<file path="config.mk">
export PLATFORM = sky130hd
export DESIGN_NAME = grf_scoreboard
export DESIGN_NICKNAME = d
export VERILOG_FILES = /design/src/rtl/grf_pkg.sv /design/src/rtl/grf_busy_table.sv /design/src/rtl/grf_scoreboard.sv
export SDC_FILE = /design/constraint.sdc
export NUM_CORES = 2
export LEC_CHECK = 0
export CELL_PAD_IN_SITES_DETAIL_PLACEMENT = 0
export CELL_PAD_IN_SITES_GLOBAL_PLACEMENT = 1
export CORE_MARGIN = 2
export CORE_UTILIZATION = 58
export CTS_CLUSTER_SIZE = 20
export DETAILED_ROUTE_END_ITERATION = 16
export PLACE_DENSITY = 0.82
export SKIP_LAST_GASP = 1
export SYNTH_ARGS = -nofsm -noshare
export SYNTH_HDL_FRONTEND = slang
export SYNTH_HIERARCHICAL = 1
export SYNTH_SLANG_ARGS = --single-unit
export TNS_END_PERCENT = 20
</file>
<file path="constraint.sdc">
create_clock -name clk -period 7.3 [get_ports clk]
set_input_delay 1.46 -clock clk [delete_from_list [all_inputs] [get_ports clk]]
set_output_delay 1.46 -clock clk [all_outputs]
set_load 0.03 [all_outputs]
</file>
<file path="src/rtl/grf_pkg.sv">
// Shared constants for the general register file and its pending-write scoreboard.
// Default geometry matches the RV32 integer register file.
package grf_pkg;

  localparam int GRF_DATA_W = 32;
  localparam int GRF_ADDR_W = 5;
  localparam int GRF_NUM_RD = 2;
  localparam int GRF_CNT_W  = 2;

  localparam int ZERO_REG = 0;

endpackage

</file>
<file path="src/rtl/grf_busy_table.sv">
// Per-register pending-write counters: issue reservations, writeback release,
// busy lookup for each read port and the sticky unexpected-writeback error.
module grf_busy_table
  import grf_pkg::*;
#(
  parameter int ADDR_W = GRF_ADDR_W,
  parameter int NUM_RD = GRF_NUM_RD,
  parameter int CNT_W  = GRF_CNT_W
) (
  input  logic                     clk,
  input  logic                     reset,
  input  logic [NUM_RD*ADDR_W-1:0] rd_addr,
  output logic [NUM_RD-1:0]        rd_busy,
  input  logic                     iss_en,
  input  logic [ADDR_W-1:0]        iss_addr,
  output logic                     iss_ready,
  input  logic                     wr_en,
  input  logic [ADDR_W-1:0]        wr_addr,
  output logic                     err
);

  localparam int DEPTH = 1 << ADDR_W;
  localparam logic [ADDR_W-1:0] ZERO = ADDR_W'(ZERO_REG);
  localparam logic [CNT_W-1:0] CMAX = '1;

  logic [CNT_W-1:0] cnt [DEPTH];

  logic iss_nz;
  logic wr_nz;
  logic wr_hit_iss;
  logic inc;
  logic dec;
  logic same;
  logic bad_wb;

  assign iss_nz     = iss_addr != ZERO;
  assign wr_nz      = wr_addr != ZERO;
  assign wr_hit_iss = wr_en && wr_addr == iss_addr;

  // A same-cycle writeback to a saturated register frees the slot it needs.
  assign iss_ready = reset ||
    !(iss_nz && cnt[iss_addr] == CMAX && !wr_hit_iss);

  assign inc    = iss_en && iss_ready && iss_nz;
  assign dec    = wr_en && wr_nz && cnt[wr_addr] != '0;
  assign same   = inc && dec && iss_addr == wr_addr;
  assign bad_wb = wr_en && wr_nz && cnt[wr_addr] == '0;

  always_ff @(posedge clk) begin
    if (reset) begin
      for (int r = 0; r < DEPTH; r++) begin
        cnt[r] <= '0;
      end
      err <= 1'b0;
    end else begin
      if (bad_wb) begin
        err <= 1'b1;
      end
      if (!same) begin
        if (inc) begin
          cnt[iss_addr] <= cnt[iss_addr] + 1'b1;
        end
        if (dec) begin
          cnt[wr_addr] <= cnt[wr_addr] - 1'b1;
        end
      end
    end
  end

  for (genvar g = 0; g < NUM_RD; g++) begin : g_busy
    logic [ADDR_W-1:0] a;
    logic              hit;
    logic              b;

    assign a   = rd_addr[g*ADDR_W +: ADDR_W];
    assign hit = wr_en && wr_addr == a;

    // Busy means writes remain after this cycle's writeback retires.
    always_comb begin
      b = 1'b0;
      if (!reset && a != ZERO) begin
        b = hit ? (cnt[a] > CNT_W'(1)) : (cnt[a] != '0);
      end
    end

    assign rd_busy[g] = b;
  end

endmodule

</file>
<file path="src/rtl/grf_scoreboard.sv">
// General register file with write-first forwarding and an integrated
// pending-write scoreboard feeding the hazard unit.
module grf_scoreboard
  import grf_pkg::*;
#(
  parameter int DATA_W = GRF_DATA_W,
  parameter int ADDR_W = GRF_ADDR_W,
  parameter int NUM_RD = GRF_NUM_RD,
  parameter int CNT_W  = GRF_CNT_W
) (
  input  logic                     clk,
  input  logic                     reset,
  input  logic [NUM_RD*ADDR_W-1:0] rd_addr,
  output logic [NUM_RD*DATA_W-1:0] rd_data,
  output logic [NUM_RD-1:0]        rd_busy,
  input  logic                     iss_en,
  input  logic [ADDR_W-1:0]        iss_addr,
  output logic                     iss_ready,
  input  logic                     wr_en,
  input  logic [ADDR_W-1:0]        wr_addr,
  input  logic [DATA_W-1:0]        wr_data,
  output logic                     err
);

  localparam int DEPTH = 1 << ADDR_W;
  localparam logic [ADDR_W-1:0] ZERO = ADDR_W'(ZERO_REG);

  logic [DATA_W-1:0] rf [DEPTH];
  logic              wr_nz;

  assign wr_nz = wr_addr != ZERO;

  always_ff @(posedge clk) begin
    if (reset) begin
      for (int r = 0; r < DEPTH; r++) begin
        rf[r] <= '0;
      end
    end else if (wr_en && wr_nz) begin
      rf[wr_addr] <= wr_data;
    end
  end

  for (genvar g = 0; g < NUM_RD; g++) begin : g_rd
    logic [ADDR_W-1:0] a;
    logic [DATA_W-1:0] v;

    assign a = rd_addr[g*ADDR_W +: ADDR_W];

    always_comb begin
      v = '0;
      if (a == ZERO) begin
        v = '0;
      end else if (wr_en && wr_addr == a) begin
        v = wr_data;
      end else if (!reset) begin
        v = rf[a];
      end
    end

    assign rd_data[g*DATA_W +: DATA_W] = v;
  end

  grf_busy_table #(
    .ADDR_W (ADDR_W),
    .NUM_RD (NUM_RD),
    .CNT_W  (CNT_W)
  ) u_busy (
    .clk       (clk),
    .reset     (reset),
    .rd_addr   (rd_addr),
    .rd_busy   (rd_busy),
    .iss_en    (iss_en),
    .iss_addr  (iss_addr),
    .iss_ready (iss_ready),
    .wr_en     (wr_en),
    .wr_addr   (wr_addr),
    .err       (err)
  );

endmodule

</file>
==> flow_summary.json <==
{
  "run_status": "completed",
  "crit_arrival_ps": 5310,
  "vias": 40500,
  "synth_edf_count": 1088,
  "fin_ws_ps": 532,
  "antenna_left": 0,
  "use_met2": 0.579,
  "finalSetupViolations": 0,
  "die_w_um": 329,
  "fillCellCount": 7547,
  "io_buffers": 123,
  "required_ps": 5840,
  "met3_usage": 0.0838,
  "drc": 0,
  "grt_pass1_wl_mm": 289,
  "crit_path_end_kind": "primary output",
  "root_buffer": "clkbuf_16",
  "ys_warn_count": 6,
  "start_util": 0.584,
  "syn_area_per_cell_sq_um": 14.5,
  "io-pin-count": 124,
  "use_met1": 0.515,
  "synth_seq_area_share": 0.533,
  "path_class": "in -> out",
  "finalHoldViolCount": 0,
  "dr.pass1.iters": 5,
  "grt_max_degree": 88,
  "rsz0062_at_grt": "no",
  "drt-wirelength-per-cell_um": 35.4,
  "fmax_mhz": 148,
  "synthCells": 4228,
  "drive_above_1_share": 0.233,
  "drt_iter0_drc": 5688,
  "drv_slew": 0,
  "post-route-util": 0.644,
  "synth.cell_area_sq_um": 61400,
  "async_flop_share": 0,
  "place.gp.congestion": 0.951,
  "fin_skew_ps": 15.0,
  "cts_hold_buf": 0,
  "grt_pass1_vias": 40394,
  "htreeDepth": 3,
  "power.leakage_nw": 23.2,
  "hpwlAfterDp_mm": 126,
  "ctsLongestPathBuffers": 3,
  "final_common_cell": "edfxtp_1",
  "crit_path_start_kind": "input pin",
  "track_usage": 0.376,
  "ys_types": 69,
  "tightest_slew_ps": 1400,
  "clk_pin_slew_worst_paths_ps": 70,
  "fp-row-count": 119,
  "final_cell_mix": "edfxtp_1, and2_1, mux4_2",
  "final_nets": 4263,
  "place_ws_ps": 643,
  "grt_overflow": 0,
  "die-height_um": 329,
  "post-cts-setup-buffer-count": 0,
  "area_delta_synth_final_pct": 10.3,
  "fin_crit_ps": 6770,
  "clk_latency_ps": 710,
  "wl_mm": 202,
  "vdd_drop_max_mv": 0.205,
  "core_region_area_sq_um": 105000,
  "tritoncts": "built",
  "crit_fanout": 20,
  "cts_buffers": 115,
  "die_area_sq_um": 108000,
  "antenna_found_initial": 7,
  "maxSlewHeadroom": 0.0636,
  "post_cts_resized": 0,
  "pwr_density_cell_nw_per_um2": 226,
  "tns_ps": 0,
  "busiest_layer": "met2",
  "hp-class": "reg -> reg",
  "min_period_over_period": 0.927,
  "cap_violations": 0,
  "clock_sinks": 1089,
  "viasPerCell": 7.12,
  "ys_ff_latch": 1089,
  "synthFlopType": "edfxtp_1"
}
synthesized netlist by cell type (10+ instances only):
| library cell | number | area [sq um] |
|---|---|---|
| nand2b_1 | 13 | 81.3 |
| nor2b_1 | 71 | 444 |
| or2_2 | 31 | 194 |
| mux4_2 | 505 | 11400 |
| and2_1 | 997 | 6240 |
| o32ai_1 | 10 | 87.6 |
| o211ai_1 | 42 | 315 |
| edfxtp_1 | 1088 | 32700 |
| o21ai_0 | 10 | 50.1 |
| nor2_1 | 44 | 165 |
| buf_4 | 22 | 165 |
| o22ai_1 | 64 | 400 |
| buf_1 | 21 | 78.8 |
| nand3b_1 | 11 | 82.6 |
| a211o_1 | 31 | 272 |
| o221ai_1 | 49 | 429 |
| mux2_2 | 68 | 766 |
| mux2i_1 | 217 | 2170 |
| xnor2_1 | 23 | 201 |
| nand3_1 | 46 | 230 |
| inv_1 | 10 | 37.5 |
| a211oi_1 | 126 | 946 |
| buf_6 | 26 | 293 |
| a221oi_1 | 32 | 280 |
| nor3_1 | 11 | 55.1 |
| buf_2 | 100 | 500 |
| a22oi_1 | 34 | 255 |
| clkbuf_1 | 297 | 1110 |
| a32o_1 | 30 | 300 |
| nand2_1 | 108 | 405 |
routing by layer:
layer | share of wire | wire [um]
met3 | 0.12 | 23400
met5 | 0.00014 | 29
met4 | 0.053 | 10700
met1 | 0.37 | 74900
met2 | 0.46 | 92500
worst max-delay path: stages:
cell	delay (ps)
clkdlybuf4s50_1	460
nor4_1	880
a21oi_2	250
o211ai_4	400
buf_4	510
a211oi_1	240
a211o_1	440
clkdlybuf4s50_1	650
power breakdown:
| group | switching (mW) | internal, mW | total, mW |
|---|---|---|---|
| Sequential | 0.191 | 7.22 | 7.41 |
| Combinational | 1.29 | 0.885 | 2.18 |
| Clock | 2.49 | 3.22 | 5.71 |
| Total | 3.98 | 11.3 | 15.3 |
cells by family after synthesis:
| family | synth area share |
|---|---|
| AND/OR/NAND/NOR | 0.135 |
| flip-flops | 0.533 |
| buffers and inverters | 0.0357 |
| AO/OA/AOI/OAI | 0.0590 |
| multiplexers | 0.233 |
| XOR/XNOR | 0.00357 |
| adder cells (fa/ha/maj) | 0.000408 |
| other | 0.000122 |
area by class of cell:
| class | instances | area [sq um] | share of cell area |
|---|---|---|---|
| Inverter | 11 | 46.3 | 0.000684 |
| Clock inverter | 70 | 591 | 0.00873 |
| Antenna cell | 1 | 2.50 | 0.0000370 |
| Clock buffer | 139 | 2990 | 0.0442 |
| Tap cell | 1391 | 1740 | 0.0257 |
| Timing Repair Buffer | 294 | 2750 | 0.0407 |
| Sequential cell | 1089 | 32700 | 0.483 |
| Multi-Input combinational cell | 2694 | 26800 | 0.397 |
sequential cells by signal (all words and copies together), names as in the netlist:
signal / count
u_busy/err: 1
rf: 1024
u_busy/cnt: 64
final timing paths:
check / to / slack (ps) / startpoint / cells past startpoint
worst max-delay path: rd_data[34] / 530 / rd_addr[9] / 8
worst min-delay path: u_busy/err / 610 / u_busy/err / 2
worst max register to register: u_busy/cnt[3][1] / 3050 / u_busy/cnt[12][0] / 9
worst min register to register: u_busy/err / 610 / u_busy/err / 2
through the flow:
| stage | cell area (sq um) | cells | power (mW) | hold WS, ps |
|---|---|---|---|---|
| floorplan | 61500 | 4260 | 8.82 | 645 |
| global placement | 64100 | 5479 | 9.63 | 598 |
| detailed placement | 64100 | 5479 | 9.67 | 591 |
| CTS | 67600 | 5688 | 15.3 | 607 |
| global route | 67600 | 5688 | 15.6 | 607 |
| finish | 67600 | 5689 | 15.3 | 610 |
Note: power is estimated with default switching activity, not from simulation.
